[src/rtl/mc_pkg.sv]
// mc_pkg: shared types and encodings for the multicycle MIPS controller.
// Holds the FSM state enum, opcode/funct constants, ALU operation codes and
// the PCSource/ALUSrcB mux encodings, plus the ALU decode helpers.
package mc_pkg;

    typedef enum logic [3:0] {
        S_PREFETCH,
        S_FETCH,
        S_DECODE,
        S_MEMADDR,
        S_MEMRD,
        S_MEMWB,
        S_MEMWR,
        S_EXEC,
        S_RWB,
        S_RWB_NOP,   // write-back slot of an R-type with unknown Funct
        S_BRANCH,
        S_JUMP,
        S_IEXEC,
        S_IWB,
        S_INTR,
        S_ILLEGAL
    } state_t;

    // Opcodes (IR[31:26])
    localparam logic [5:0] OP_RTYPE = 6'b000000;
    localparam logic [5:0] OP_J     = 6'b000010;
    localparam logic [5:0] OP_BEQ   = 6'b000100;
    localparam logic [5:0] OP_ADDI  = 6'b001000;
    localparam logic [5:0] OP_ANDI  = 6'b001100;
    localparam logic [5:0] OP_ORI   = 6'b001101;
    localparam logic [5:0] OP_XORI  = 6'b001110;
    localparam logic [5:0] OP_LW    = 6'b100011;
    localparam logic [5:0] OP_SW    = 6'b101011;

    // Funct codes (IR[5:0]) for R-type
    localparam logic [5:0] FN_ADD = 6'b100000;
    localparam logic [5:0] FN_SUB = 6'b100010;
    localparam logic [5:0] FN_AND = 6'b100100;
    localparam logic [5:0] FN_OR  = 6'b100101;
    localparam logic [5:0] FN_XOR = 6'b100110;
    localparam logic [5:0] FN_SLT = 6'b101010;

    // ALU operation codes (zero-extended to ALUCTL_W at the port)
    localparam logic [2:0] ALU_AND = 3'd0;
    localparam logic [2:0] ALU_XOR = 3'd1;
    localparam logic [2:0] ALU_ADD = 3'd2;
    localparam logic [2:0] ALU_SUB = 3'd3;
    localparam logic [2:0] ALU_OR  = 3'd4;
    localparam logic [2:0] ALU_SLT = 3'd5;

    // PCSource encodings
    localparam logic [1:0] PCSRC_ALU    = 2'b00;
    localparam logic [1:0] PCSRC_ALUOUT = 2'b01;
    localparam logic [1:0] PCSRC_JUMP   = 2'b10;
    localparam logic [1:0] PCSRC_VECTOR = 2'b11;

    // ALUSrcB encodings
    localparam logic [1:0] SRCB_REG   = 2'b00;
    localparam logic [1:0] SRCB_FOUR  = 2'b01;
    localparam logic [1:0] SRCB_IMM   = 2'b10;
    localparam logic [1:0] SRCB_SHIMM = 2'b11;

    // True when the Funct field names one of the supported R-type operations.
    function automatic logic funct_known(input logic [5:0] funct);
        case (funct)
            FN_ADD, FN_SUB, FN_AND, FN_OR, FN_XOR, FN_SLT: return 1'b1;
            default:                                       return 1'b0;
        endcase
    endfunction

    // R-type ALU operation; unknown Funct falls back to ADD.
    function automatic logic [2:0] funct_alu(input logic [5:0] funct);
        case (funct)
            FN_SUB:  return ALU_SUB;
            FN_AND:  return ALU_AND;
            FN_OR:   return ALU_OR;
            FN_XOR:  return ALU_XOR;
            FN_SLT:  return ALU_SLT;
            default: return ALU_ADD;
        endcase
    endfunction

    // Immediate-type ALU operation selected by the opcode.
    function automatic logic [2:0] op_alu(input logic [5:0] op);
        case (op)
            OP_ANDI: return ALU_AND;
            OP_ORI:  return ALU_OR;
            OP_XORI: return ALU_XOR;
            default: return ALU_ADD;
        endcase
    endfunction

endpackage

[src/rtl/mc_irq_arbiter.sv]
// mc_irq_arbiter: rising-edge detection, pending bits, fixed-priority select
// (NMI first, then IRQ[0] highest) and one-cycle acknowledge generation.
// The vector chosen when the controller leaves PREFETCH is held so that the
// INTR cycle acknowledges exactly the source it is servicing.
module mc_irq_arbiter
    import mc_pkg::*;
#(
    parameter int N_IRQ = 4,
    parameter int VEC_W = $clog2(N_IRQ + 2)
) (
    input  logic             Clk,
    input  logic             Reset,
    input  logic [N_IRQ-1:0] IRQ,
    input  logic             NMI,
    input  logic             INTD,
    input  logic             grant,     // controller takes the interrupt now
    input  logic             ack_en,    // controller is in INTR
    output logic             req,
    output logic [VEC_W-1:0] vec,
    output logic [N_IRQ-1:0] irq_ack,
    output logic             nmi_ack
);

    logic [N_IRQ-1:0] irq_prev;
    logic [N_IRQ-1:0] pend;
    logic             nmi_prev;
    logic             nmi_pend;
    logic [VEC_W-1:0] sel;
    logic [VEC_W-1:0] vec_q;

    // Priority select: NMI, then the lowest-numbered pending IRQ.
    always_comb begin
        // NOTE: every always_comb output gets a default first, so no path can infer a latch.
        sel = '0;
        if (nmi_pend) begin
            sel = VEC_W'(N_IRQ);
        end else begin
            for (int i = N_IRQ - 1; i >= 0; i--) begin
                if (pend[i]) sel = VEC_W'(i);
            end
        end
    end

    assign req = nmi_pend | (~INTD & (|pend));
    assign vec = vec_q;

    // One-hot acknowledge of the held vector during the INTR cycle.
    always_comb begin
        irq_ack = '0;
        for (int i = 0; i < N_IRQ; i++) begin
            irq_ack[i] = ack_en && (vec_q == VEC_W'(i));
        end
        nmi_ack = ack_en && (vec_q == VEC_W'(N_IRQ));
    end

    // Edge history, pending bits (new edge beats a coincident ack) and held vector.
    always_ff @(posedge Clk) begin
        // NOTE: sequential state uses non-blocking assignments so every register samples pre-edge values.
        if (Reset) begin
            irq_prev <= '0;
            pend     <= '0;
            nmi_prev <= 1'b0;
            nmi_pend <= 1'b0;
            vec_q    <= '0;
        end else begin
            irq_prev <= IRQ;
            nmi_prev <= NMI;
            pend     <= (pend & ~irq_ack) | (IRQ & ~irq_prev);
            nmi_pend <= (nmi_pend & ~nmi_ack) | (NMI & ~nmi_prev);
            if (grant) vec_q <= sel;
        end
    end

endmodule

[src/rtl/mc_controller_irq.sv]
// mc_controller_irq: multicycle MIPS control FSM with vectored interrupts.
// Drives datapath enables, mux selects and ALU control per state; services
// NMI and N_IRQ maskable lines between instructions via a one-cycle INTR state.
// Optional build macro MC_TRAP_ILLEGAL_EN: illegal opcodes and unknown R-type
// Funct codes trap through vector N_IRQ+1; without it ILLEGAL is a no-op cycle.
module mc_controller_irq
    import mc_pkg::*;
#(
    parameter  int N_IRQ    = 4,
    parameter  int ALUCTL_W = 3,
    localparam int VEC_W    = $clog2(N_IRQ + 2)
) (
    input  logic                Clk,
    input  logic                Reset,
    input  logic [5:0]          Op,
    input  logic [5:0]          Funct,
    input  logic                Zero,
    input  logic [N_IRQ-1:0]    IRQ,
    input  logic                NMI,
    input  logic                INTD,
    output logic                PCWrite,
    output logic                IorD,
    output logic                MemWrite,
    output logic                MemtoReg,
    output logic                IRWrite,
    output logic                RegWrite,
    output logic                RegDst,
    output logic                ALUSrcA,
    output logic [1:0]          ALUSrcB,
    output logic [1:0]          PCSource,
    output logic [ALUCTL_W-1:0] ALUControl,
    output logic                EPCWrite,
    output logic [VEC_W-1:0]    IntVector,
    output logic                IsInterrupted,
    output logic [N_IRQ-1:0]    IntAck,
    output logic                NmiAck
);

    state_t           state;
    state_t           next_state;
    logic             irq_req;
    logic [VEC_W-1:0] irq_vec;
    logic [2:0]       alu_op;

    mc_irq_arbiter #(
        .N_IRQ (N_IRQ),
        .VEC_W (VEC_W)
    ) u_arbiter (
        .Clk     (Clk),
        .Reset   (Reset),
        .IRQ     (IRQ),
        .NMI     (NMI),
        .INTD    (INTD),
        .grant   ((state == S_PREFETCH) && irq_req),
        .ack_en  (state == S_INTR),
        .req     (irq_req),
        .vec     (irq_vec),
        .irq_ack (IntAck),
        .nmi_ack (NmiAck)
    );

    // State register; reset aborts any instruction in flight.
    always_ff @(posedge Clk) begin
        if (Reset) state <= S_PREFETCH;
        else       state <= next_state;
    end

    // Next-state decode.
    always_comb begin
        next_state = S_PREFETCH;
        unique case (state)
            S_PREFETCH: next_state = irq_req ? S_INTR : S_FETCH;
            S_FETCH:    next_state = S_DECODE;
            S_DECODE: begin
                case (Op)
                    OP_LW, OP_SW:                      next_state = S_MEMADDR;
                    OP_RTYPE:                          next_state = S_EXEC;
                    OP_BEQ:                            next_state = S_BRANCH;
                    OP_J:                              next_state = S_JUMP;
                    OP_ADDI, OP_ANDI, OP_ORI, OP_XORI: next_state = S_IEXEC;
                    default:                           next_state = S_ILLEGAL;
                endcase
            end
            S_MEMADDR:  next_state = (Op == OP_SW) ? S_MEMWR : S_MEMRD;
            S_MEMRD:    next_state = S_MEMWB;
            S_EXEC: begin
`ifdef MC_TRAP_ILLEGAL_EN
                next_state = funct_known(Funct) ? S_RWB : S_ILLEGAL;
`else
                next_state = funct_known(Funct) ? S_RWB : S_RWB_NOP;
`endif
            end
            S_IEXEC:    next_state = S_IWB;
            S_INTR:     next_state = S_FETCH;
            S_ILLEGAL: begin
`ifdef MC_TRAP_ILLEGAL_EN
                next_state = S_FETCH;
`else
                next_state = S_PREFETCH;
`endif
            end
            default:    next_state = S_PREFETCH;  // MEMWB, MEMWR, RWB(_NOP), BRANCH, JUMP, IWB
        endcase
    end

    // Per-state datapath controls; all default to 0.
    always_comb begin
        PCWrite       = 1'b0;
        IorD          = 1'b0;
        MemWrite      = 1'b0;
        MemtoReg      = 1'b0;
        IRWrite       = 1'b0;
        RegWrite      = 1'b0;
        RegDst        = 1'b0;
        ALUSrcA       = 1'b0;
        ALUSrcB       = SRCB_REG;
        PCSource      = PCSRC_ALU;
        alu_op        = ALU_AND;
        EPCWrite      = 1'b0;
        IntVector     = '0;
        IsInterrupted = 1'b0;
        unique case (state)
            S_FETCH: begin
                IRWrite = 1'b1;
                PCWrite = 1'b1;
                ALUSrcB = SRCB_FOUR;
                alu_op  = ALU_ADD;
            end
            S_DECODE: begin
                ALUSrcB = SRCB_SHIMM;
                alu_op  = ALU_ADD;
            end
            S_MEMADDR: begin
                ALUSrcA = 1'b1;
                ALUSrcB = SRCB_IMM;
                alu_op  = ALU_ADD;
            end
            S_MEMRD: IorD = 1'b1;
            S_MEMWB: begin
                RegWrite = 1'b1;
                MemtoReg = 1'b1;
            end
            S_MEMWR: begin
                IorD     = 1'b1;
                MemWrite = 1'b1;
            end
            S_EXEC: begin
                ALUSrcA = 1'b1;
                alu_op  = funct_alu(Funct);
            end
            S_RWB: begin
                RegWrite = 1'b1;
                RegDst   = 1'b1;
            end
            S_RWB_NOP: RegDst = 1'b1;
            S_BRANCH: begin
                ALUSrcA  = 1'b1;
                alu_op   = ALU_SUB;
                PCSource = PCSRC_ALUOUT;
                PCWrite  = Zero;
            end
            S_JUMP: begin
                PCWrite  = 1'b1;
                PCSource = PCSRC_JUMP;
            end
            S_IEXEC: begin
                ALUSrcA = 1'b1;
                ALUSrcB = SRCB_IMM;
                alu_op  = op_alu(Op);
            end
            S_IWB: RegWrite = 1'b1;
            S_INTR: begin
                IsInterrupted = 1'b1;
                EPCWrite      = 1'b1;
                PCWrite       = 1'b1;
                PCSource      = PCSRC_VECTOR;
                IntVector     = irq_vec;
            end
            S_ILLEGAL: begin
`ifdef MC_TRAP_ILLEGAL_EN
                IsInterrupted = 1'b1;
                EPCWrite      = 1'b1;
                PCWrite       = 1'b1;
                PCSource      = PCSRC_VECTOR;
                IntVector     = VEC_W'(N_IRQ + 1);
`endif
            end
            default: ;  // PREFETCH: everything stays 0
        endcase
    end

    assign ALUControl = ALUCTL_W'(alu_op);

endmodule

[config.mk]
export PLATFORM = sky130hd
export DESIGN_NAME = mc_controller_irq
export DESIGN_NICKNAME = d
export VERILOG_FILES = /design/src/rtl/mc_pkg.sv /design/src/rtl/mc_irq_arbiter.sv /design/src/rtl/mc_controller_irq.sv
export SDC_FILE = /design/constraint.sdc
export NUM_CORES = 1
export LEC_CHECK = 0
export ABC_AREA = 1
export ABC_CLOCK_PERIOD_IN_PS = 1250
export CORE_ASPECT_RATIO = 0.8
export CORE_MARGIN = 4
export CORE_UTILIZATION = 39
export DETAILED_ROUTE_END_ITERATION = 8
export GPL_TIMING_DRIVEN = 0
export PLACE_DENSITY = 0.81
export SYNTH_ARGS = -nofsm -noshare
export SYNTH_HDL_FRONTEND = slang
export SYNTH_HIERARCHICAL = 1
export SYNTH_SLANG_ARGS = --single-unit
[constraint.sdc]
create_clock -name Clk -period 1.25 [get_ports Clk]
set_input_delay 0.1875 -clock Clk [delete_from_list [all_inputs] [get_ports Clk]]
set_output_delay 0.1875 -clock Clk [all_outputs]
set_load 0.01 [all_outputs]
==> impl_metrics.py, run 1 <==
metrics = {
    "finish": {
        "final_util_pct": 84.2,
        "fill_cells": 135,
        "drive_gt1_share_pct": 51.9,
        "stdcell_area_um2": 2400,
        "areaGrowthSynthToFinish_pct": 99.7,
        "finalNetCount": 334,
        "num_antenna_cells": 0,
    },
    "run_status": {
        "outcome": "complete, but fails checks",
        "violations": "negative setup slack",
    },
    "floorplan": {
        "core_um2": 2850,
        "dieWidth_um": 70.0,
        "std_cell_rows": 17,
        "die_area_um2": 4040,
        "start_util_pct": 42.1,
        "die_y_um": 57.6,
        "ios": 46,
    },
    "yosys": {
        "yosysTopAreaCellShare_pct": 28.3,
        "synth_area_leaders": "dfxtp_1 28%, inv_1 17%, nand2_1 14%",
        "synthArstFlopShare_pct": 0,
        "synth.most_common_cell": "inv_1",
        "synth.distinct_cells": 18,
        "yosysSeqAreaShare_pct": 28.3,
        "synth_fp_nets": 239,
        "netlist.top_cell.by_area": "dfxtp_1",
        "postSynthAreaPerCell_um2": 5.51,
        "synth-seq-cells": 17,
        "synthesis.area_um2": 1200,
        "synth_edf_count": 0,
        "synthCells": 218,
        "synth_common_cells": "54 x inv_1, 45 x nand2_1, 38 x nor2_1, 26 x nand3_1, 17 x dfxtp_1",
        "yosysWarningCount": 6,
        "ys.flop_type": "dfxtp_1",
    },
    "route": {
        "drtAntennaViolNets": 0,
        "vias": 1954,
        "dr.pass1.iters": 5,
        "wl_per_cell_um": 17.7,
        "vias_per_cell": 5.58,
        "drc": 0,
        "drt-initial-drc-count": 312,
        "wirelength_um": 6190,
    },
    "timing": {
        "hold_viol_final": 0,
        "setup-tns-final_ns": -10.40,
        "rsz0062_at_grt": "true",
        "fin_crit_ns": 1.78,
        "tightest_slew_ns": 0.544,
        "layout_setup_ws_ns": -0.525,
        "hold_ws_ns": 0.442,
        "maxSlewViolCount": 0,
        "max_slew_margin_pct": 63.7,
        "fin_crit_sh_pct": 142,
        "fmax_ghz": 0.563,
        "setup_viol": 37,
        "fin_worst_skew_ns": 0.0134,
    },
    "worst_setup_path": {
        "endpoint": "ALUControl[0]",
        "worstRegToRegCells": 11,
        "r2r_start": "state[1]$_SDFF_PP0_",
        "r2r_setup_slack_ns": -0.26,
        "startpoint": "state[1]$_SDFF_PP0_",
        "start_kind": "flop",
        "arrival_ns": 1.59,
        "required_ns": 1.06,
        "crit_fanout": 3,
        "reg2reg_to": "u_arbiter/pend[2]$_SDFF_PP0_",
        "crit_type": "flop to output pin",
        "end_kind": "output pin",
    },
    "global_route": {
        "grtUsageMet1_pct": 27.0,
        "met3_usage_pct": 4.51,
        "grt_max_degree": 12,
        "busiest_layer": "met2",
        "grt_antenna_before_repair": 0,
        "use_met2_pct": 34.5,
        "grt_first_pass_wirelength_um": 6950,
        "overflow": 0,
        "gr-usage-all-layers_pct": 20.9,
        "grt_pass1_vias": 1530,
    },
    "placed_design": {
        "dp_hpwl_um": 2470,
        "placed_cell_area_um2": 1710,
        "place_ws_ns": -0.867,
        "place_congestion": 0.832,
        "port_buffers": 45,
    },
    "cts": {
        "cts_buffers": 3,
        "clock-sinks": 17,
        "ctsRootBufferMaster": "clkbuf_8",
        "cts_buffer_depth": 2,
        "cts_tree": "done",
        "clk_latency_ns": 0.26,
        "path_clk_slew_ns": 0.08,
        "cts_max_level": 1,
        "cts_hold_buf": 0,
    },
    "worst_hold_path": {
        "hp-class": "flop to flop",
    },
    "power_and_ir_drop": {
        "p_leak_nw": 1.30,
        "irDropWorstVdd_mv": 0.821,
        "p_per_area_nw_per_um2": 1810,
    },
    "flow_run": {
        "cap_violations": 0,
    },
}
-- cells in the final DEF (no fill, tap or decap), types with 11 or more instances in the layout --
cell / n
nand2_1: 35
inv_2: 16
nand3_1: 14
nand3_2: 11
inv_1: 37
nor2_4: 13
buf_4: 30
nor2_1: 19
buf_6: 22
buf_2: 17
nor2_2: 11
-- metal layers --
metal | part of all wire (%) | vias up
met1 | 39 | 892
met2 | 46 | 177
li1 | - | 850
met4 | 3.4 | 0
met3 | 11 | 35
met5 | 0 | -
-- stage by stage --
step                cells  total power [mW]
floorplan             218              1.63
global placement      301              2.22
detailed placement    301              2.24
CTS                   329              3.12
global route          350              4.49
finish                350              4.33
-- final cells by class --
class | instances | area, um^2 | area share (%)
buffer | 1 | 11.3 | 0.469
clock buffer | 4 | 45.0 | 1.88
inverter | 58 | 233 | 9.70
multi-input combinational | 142 | 917 | 38.2
sequential | 17 | 362 | 15.1
tap | 38 | 47.5 | 1.98
timing repair buffer | 90 | 783 | 32.7
-- worst min path at each step --
stage                                               to  slack (ns)  depth (start not counted)                             start
after CTS                 u_arbiter/pend[0]$_SDFF_PP0_        0.41                          1  u_arbiter/irq_prev[0]$_SDFF_PP0_
after floorplan                    state[1]$_SDFF_PP0_        0.25                          1                             Reset
after global placement    u_arbiter/pend[0]$_SDFF_PP0_        0.39                          1  u_arbiter/irq_prev[0]$_SDFF_PP0_
after detailed placement  u_arbiter/pend[0]$_SDFF_PP0_        0.40                          1  u_arbiter/irq_prev[0]$_SDFF_PP0_
after global routing      u_arbiter/pend[0]$_SDFF_PP0_        0.44                          1  u_arbiter/irq_prev[0]$_SDFF_PP0_
final                     u_arbiter/pend[0]$_SDFF_PP0_        0.44                          1  u_arbiter/irq_prev[0]$_SDFF_PP0_
-- timing repair --
item                                   4_1_cts  5_1_grt
setup endpoints to repair                   35       36
buffers inserted                            26       23
pin swaps                                   23       20
endpoints found under the hold margin        0        0
gates resized for setup                    171       68
-- registers in the layout, indices dropped and copies added (netlist names) --
signal	flops
u_arbiter/irq_prev	4
state	4
u_arbiter/vec	3
u_arbiter/pend	4
u_arbiter/nmi_pend	1
u_arbiter/nmi_prev	1
-- power by group --
part / internal (mW) / total [mW] / switching [mW] / leakage, nW
clock: 0.227 / 0.435 / 0.208 / 0.0228
sequential: 0.689 / 0.879 / 0.191 / 0.145
combinational: 1.42 / 3.02 / 1.61 / 1.13
-- logic make-up after synthesis --
family | after synthesis | synth area share (%)
AO/OA/AOI/OAI | 22 | 9.79
flip-flops | 17 | 28.3
buffers and inverters | 59 | 18.7
AND/OR/NAND/NOR | 120 | 43.1
-- worst max-delay path, cell delays in order, from the launching register on --
cell and delay (ns):
dfxtp_4 0.37, inv_2 0.05, nor2_4 0.09, inv_2 0.07
buf_4 0.14, buf_6 0.11, nor2_4 0.15, inv_2 0.08
o221ai_2 0.08, buf_2 0.18
Power figures use the tool's default switching activity.
==> inputs of run 2 (changes only) <==
- SETUP_SLACK_MARGIN: not set -> 0.2
==> impl_metrics.py, run 2 (same netlist as run 1, synthesis figures left out) <==
metrics = {
    "route": {
        "wirelength_um": 5300,
        "drt-initial-drc-count": 164,
        "drc": 0,
        "vias_per_cell": 5.33,
        "wl_per_cell_um": 15.5,
        "dr.pass1.iters": 8,
        "drtAntennaViolNets": 0,
        "vias": 1817,
    },
    "floorplan": {
        "die_y_um": 57.6,
        "core_um2": 2850,
        "std_cell_rows": 17,
        "ios": 46,
        "die_area_um2": 4040,
        "dieWidth_um": 70.0,
        "start_util_pct": 42.1,
    },
    "placed_design": {
        "port_buffers": 45,
        "place_ws_ns": -0.844,
        "place_congestion": 0.815,
        "dp_hpwl_um": 2510,
        "placed_cell_area_um2": 1740,
    },
    "timing": {
        "rsz0062_at_grt": "true",
        "maxSlewViolCount": 0,
        "tightest_slew_ns": 0.481,
        "hold_viol_final": 0,
        "setup_viol": 37,
        "fin_worst_skew_ns": 0.00218,
        "hold_ws_ns": 0.434,
        "fin_crit_sh_pct": 140,
        "fin_crit_ns": 1.75,
        "fmax_ghz": 0.571,
        "max_slew_margin_pct": 67.9,
        "setup-tns-final_ns": -11.45,
        "layout_setup_ws_ns": -0.501,
    },
    "worst_setup_path": {
        "reg2reg_to": "u_arbiter/vec[1]$_SDFFE_PP0P_",
        "startpoint": "state[1]$_SDFF_PP0_",
        "cpMostUsedCell": "buf_4",
        "slowest_stage": "dfxtp_4",
        "slowest_delay_ns": 0.35,
        "endpoint": "ALUControl[1]",
        "worstRegToRegCells": 10,
        "r2r_setup_slack_ns": -0.45,
        "required_ns": 1.06,
        "arrival_ns": 1.56,
        "crit_type": "flop to output pin",
        "start_kind": "flop",
        "crit_chain": "buf_4, buf_4, nor2_4, inv_2, a21oi_2, nand3_1, buf_2",
        "end_kind": "output pin",
        "r2r_start": "state[1]$_SDFF_PP0_",
        "crit_fanout": 4,
    },
    "finish": {
        "areaGrowthSynthToFinish_pct": 92.6,
        "reg_top3": "state: 4 flops, u_arbiter/irq_prev: 4 flops, u_arbiter/pend: 4 flops",
        "final_common_cell": "inv_1",
        "drive_gt1_share_pct": 48.2,
        "stdcell_area_um2": 2310,
        "num_antenna_cells": 0,
        "finalNetCount": 325,
        "final_cell_mix": "37 x inv_1, 36 x nand2_1, 29 x buf_6, 23 x nor2_1",
    },
    "cts": {
        "path_clk_slew_ns": 0.06,
        "cts_hold_buf": 0,
        "cts_max_level": 1,
        "cts_tree": "done",
        "cts_buffers": 3,
        "cts_buffer_depth": 2,
        "clk_latency_ns": 0.25,
        "ctsRootBufferMaster": "clkbuf_8",
        "clock-sinks": 17,
    },
    "power_and_ir_drop": {
        "p_per_area_nw_per_um2": 1640,
        "irDropWorstVdd_mv": 1.26,
        "p_leak_nw": 1.21,
    },
    "global_route": {
        "grt_pass1_vias": 1647,
        "overflow": 0,
        "grt_max_degree": 12,
        "gr-usage-all-layers_pct": 22.9,
        "grt_antenna_before_repair": 0,
        "grt_first_pass_wirelength_um": 7580,
    },
    "run_status": {
        "outcome": "complete, but fails checks",
        "violations": "negative setup slack",
    },
    "worst_hold_path": {
        "hp-class": "flop to flop",
    },
    "flow_run": {
        "cap_violations": 0,
    },
}
run 2: cell count changes in the layout (fill, tap and decap cells not counted), moves of 2 or more:
cell / previous run / this run
dlymetal6s2s_1: 5 / 0
nand2_2: 9 / 7
nor2_2: 11 / 7
clkdlybuf4s50_1: 8 / 12
buf_4: 30 / 17
nand3_2: 11 / 9
nand3_1: 14 / 16
buf_6: 22 / 29
nor2_1: 19 / 23
buf_2: 17 / 14
dlygate4sd2_1: 6 / 8
run 2: worst min path at each step:
stage	start	end	slack, ns	cells past startpoint
6_report	u_arbiter/irq_prev[0]$_SDFF_PP0_	u_arbiter/pend[0]$_SDFF_PP0_	0.43	1
5_1_grt	u_arbiter/irq_prev[0]$_SDFF_PP0_	u_arbiter/pend[0]$_SDFF_PP0_	0.45	1
3_5_place_dp	u_arbiter/irq_prev[0]$_SDFF_PP0_	u_arbiter/pend[0]$_SDFF_PP0_	0.40	1
2_1_floorplan	Reset	state[2]$_SDFF_PP0_	0.25	1
3_3_place_gp	u_arbiter/irq_prev[0]$_SDFF_PP0_	u_arbiter/pend[0]$_SDFF_PP0_	0.39	1
4_1_cts	u_arbiter/irq_prev[0]$_SDFF_PP0_	u_arbiter/pend[0]$_SDFF_PP0_	0.41	1
run 2: metal layers:
| layer | vias to the layer above | GRT usage [%] | wire, um |
|---|---|---|---|
| li1 | 834 | - | - |
| met1 | 816 | 27.2 | 2010 |
| met2 | 130 | 41.2 | 2620 |
| met3 | 37 | 5.37 | 444 |
| met4 | 0 | 7.65 | 224 |
| met5 | - | 0 | 0 |
run 2: cell type report:
type | instances | area [um^2]
plain buffers | 1 | 11.3
clock buffers | 3 | 41.3
clock inverters | 1 | 5.00
fillers | 165 | 537
inverters | 58 | 228
multi-input cells | 142 | 895
flip-flops and latches | 17 | 358
well taps | 38 | 47.5
repair buffers | 81 | 728
run 2: metrics by stage:
| step | power (mW) | std cells | util (%) |
|---|---|---|---|
| floorplan | 1.67 | 218 | - |
| global placement | 2.26 | 301 | 61.0 |
| detailed placement | 2.28 | 301 | 61.0 |
| CTS | 3.28 | 333 | 75.4 |
| global route | 3.98 | 341 | 81.2 |
| finish | 3.80 | 341 | 81.2 |
run 2: repair_timing:
action | CTS | global route
pin swaps | 24 | 13
endpoints found under the setup margin | 38 | 37
setup buffers | 28 | 8
cloned | 0 | 0
resized for setup | 185 | 27
run 2: where the power goes:
group	internal [mW]	switching [mW]	leakage [nW]	total [mW]
clock	0.221	0.181	0.0255	0.401
combinational	1.09	1.44	1.04	2.52
sequential	0.689	0.187	0.144	0.876
total	2.00	1.80	1.21	3.80
run 2: worst max-delay path, delay by kind of cell (launching register included):
| family | cells | cell delay (ns) |
|---|---|---|
| buffers and inverters | 4 | 0.52 |
| DFF | 1 | 0.35 |
| and+or+nand+nor | 2 | 0.28 |
| AOI/OAI and AO/OA | 1 | 0.15 |
==> inputs of run 3 (changes only) <==
- CORE_UTILIZATION: 39 -> 41
- CTS_BUF_LIST: not set -> sky130_fd_sc_hd__clkbuf_8
- PLACE_DENSITY: 0.81 -> 0.85
==> impl_metrics.py, run 3 (same netlist as run 1, synthesis figures left out) <==
metrics = {
    "run_status": {
        "outcome": "complete, but fails checks",
        "violations": "negative setup slack",
    },
    "global_route": {
        "overflow": 0,
        "grt_antenna_before_repair": 0,
        "grt_max_degree": 12,
        "grt_first_pass_wirelength_um": 8100,
        "gr-usage-all-layers_pct": 27.5,
        "grt_pass1_vias": 1766,
    },
    "route": {
        "wl_met3_um": 845,
        "drtAntennaViolNets": 0,
        "wl_met2_um": 3330,
        "wl_met1_um": 2500,
        "vias_per_cell": 5.73,
        "wirelength_um": 7170,
        "drt-initial-drc-count": 258,
        "highest_layer": "met4",
        "wl_per_cell_um": 20.8,
        "vias": 1977,
        "dr.pass1.iters": 5,
        "drc": 0,
    },
    "worst_setup_path": {
        "start_kind": "flop",
        "crit_type": "flop to output pin",
        "arrival_ns": 1.57,
        "cpLargestDelayFamily": "simple AND/OR/NAND/NOR gates",
        "end_kind": "output pin",
        "crit_fanout": 4,
        "slowest_delay_ns": 0.40,
        "slowest_stage": "dfxtp_4",
        "required_ns": 1.06,
        "crit_chain": "inv_4, nor2_4, inv_2, nor2_4, inv_2, nor2_4, nand3_2, inv_2, buf_6",
        "worst-path-buf-inv": 5,
    },
    "power_and_ir_drop": {
        "p_comb_share_pct": 70.3,
        "seq_power_share_pct": 20.7,
        "p_leak_nw": 1.25,
        "swShare_pct": 48.2,
        "irDropWorstVdd_mv": 1.27,
        "p_int_mw": 2.33,
        "pwr-share-clk_pct": 9.1,
        "p_per_area_nw_per_um2": 1880,
        "power.switching_mw": 2.17,
    },
    "cts": {
        "clk_latency_ns": 0.26,
        "cts_buffers": 3,
        "cts_hold_buf": 0,
        "path_clk_slew_ns": 0.07,
        "cts_tree": "done",
        "ctsRootBufferMaster": "clkbuf_8",
        "cts_buffer_depth": 2,
        "clock-sinks": 17,
        "cts_max_level": 1,
    },
    "finish": {
        "areaGrowthSynthToFinish_pct": 99.3,
        "finalNetCount": 329,
        "final_cell_mix": "33 x inv_1, 33 x nand2_1, 32 x buf_6, 26 x nor2_1, 21 x buf_4",
        "drive_gt1_share_pct": 49.8,
        "final_cells": 345,
        "seq_area_um2": 358,
        "multi_input_area_um2": 913,
        "fill_cells": 113,
        "num_antenna_cells": 0,
        "reg_top3": "state: 4 flops, u_arbiter/irq_prev: 4 flops, u_arbiter/pend: 4 flops",
    },
    "floorplan": {
        "core_um2": 2790,
        "die_area_um2": 3860,
        "ios": 46,
        "std_cell_rows": 17,
        "dieWidth_um": 68.5,
        "die_y_um": 56.4,
        "start_util_pct": 43.1,
    },
    "placed_design": {
        "placed_cells": 301,
        "dp_hpwl_um": 2520,
        "place_congestion": 0.831,
        "port_buffers": 45,
    },
    "timing": {
        "max_slew_margin_pct": 67.0,
        "setup-tns-final_ns": -13.47,
        "hold_viol_final": 0,
        "fmax_ghz": 0.569,
        "layout_setup_ws_ns": -0.506,
        "maxSlewViolCount": 0,
        "tightest_slew_ns": 0.495,
        "rsz0062_at_grt": "true",
        "fin_crit_sh_pct": 140,
        "setup_viol": 37,
        "fin_worst_skew_ns": 0.0131,
        "fin_crit_ns": 1.76,
    },
    "flow_run": {
        "cap_violations": 0,
    },
    "worst_hold_path": {
        "hp-class": "flop to flop",
    },
}
## run 3: changes by cell type in the layout (fill, tap and decap cells not counted), moves of 3 or more
cell and delta:
buf_2 -3, buf_4 +4, nor2_2 -3, inv_2 +3
nor2_1 +3, nand2_1 -3, nand2_4 +3, buf_6 +3
inv_1 -4
## run 3: repair_timing
action / CTS / global route
gates resized for setup: 188 / 37
cloned: 0 / 0
pin swaps: 23 / 11
endpoints found under the hold margin: 0 / 0
setup endpoints to repair: 38 / 37
setup buffers: 34 / 6
## run 3: power by group through the flow
stage	combinational, mW	clock [mW]	sequential (mW)
floorplan	0.895	0	0.777
global placement	1.45	0	0.804
detailed placement	1.48	0	0.808
CTS	2.23	0.387	0.847
global route	3.29	0.432	0.935
finish	3.16	0.409	0.929
## run 3: area by class of cell
type / count / area share [%]
clock inverter: 1 / 0.157
timing repair buffer: 85 / 32.9
buffer: 1 / 0.314
clock buffer: 3 / 1.73
multi-input combinational: 142 / 38.2
inverter: 58 / 9.83
sequential: 17 / 15.0
tap: 38 / 1.99
## run 3: per-stage QoR
stage | area [um^2] | setup slack, ns | utilization (%) | power (mW) | hold slack [ns]
after floorplan | 1240 | -0.00506 | - | 1.67 | 0.249
after global placement | 1740 | -0.819 | 62.4 | 2.25 | 0.391
after detailed placement | 1740 | -0.848 | 62.4 | 2.29 | 0.400
after CTS | 2200 | -0.339 | 79.0 | 3.47 | 0.408
after global routing | 2390 | -0.573 | 85.9 | 4.66 | 0.457
final | 2390 | -0.506 | 85.9 | 4.50 | 0.429
## run 3: layer usage
metal / vias up / global-route usage, %
met4: 0 / 10.2
met3: 53 / 7.40
met5: - / 0
met2: 193 / 47.1
li1: 836 / -
met1: 895 / 31.9
## run 3: path summary, 6_finish.rpt
check / cells after the start / startpoint / slack [ns] / end
setup / recovery: 9 / state[1]$_SDFF_PP0_ / -0.51 / IntAck[1]
hold / removal: 1 / u_arbiter/irq_prev[0]$_SDFF_PP0_ / 0.43 / u_arbiter/pend[0]$_SDFF_PP0_
setup reg to reg: 10 / state[0]$_SDFF_PP0_ / -0.44 / u_arbiter/vec[1]$_SDFFE_PP0P_
hold reg to reg: 1 / u_arbiter/irq_prev[0]$_SDFF_PP0_ / 0.43 / u_arbiter/pend[0]$_SDFF_PP0_
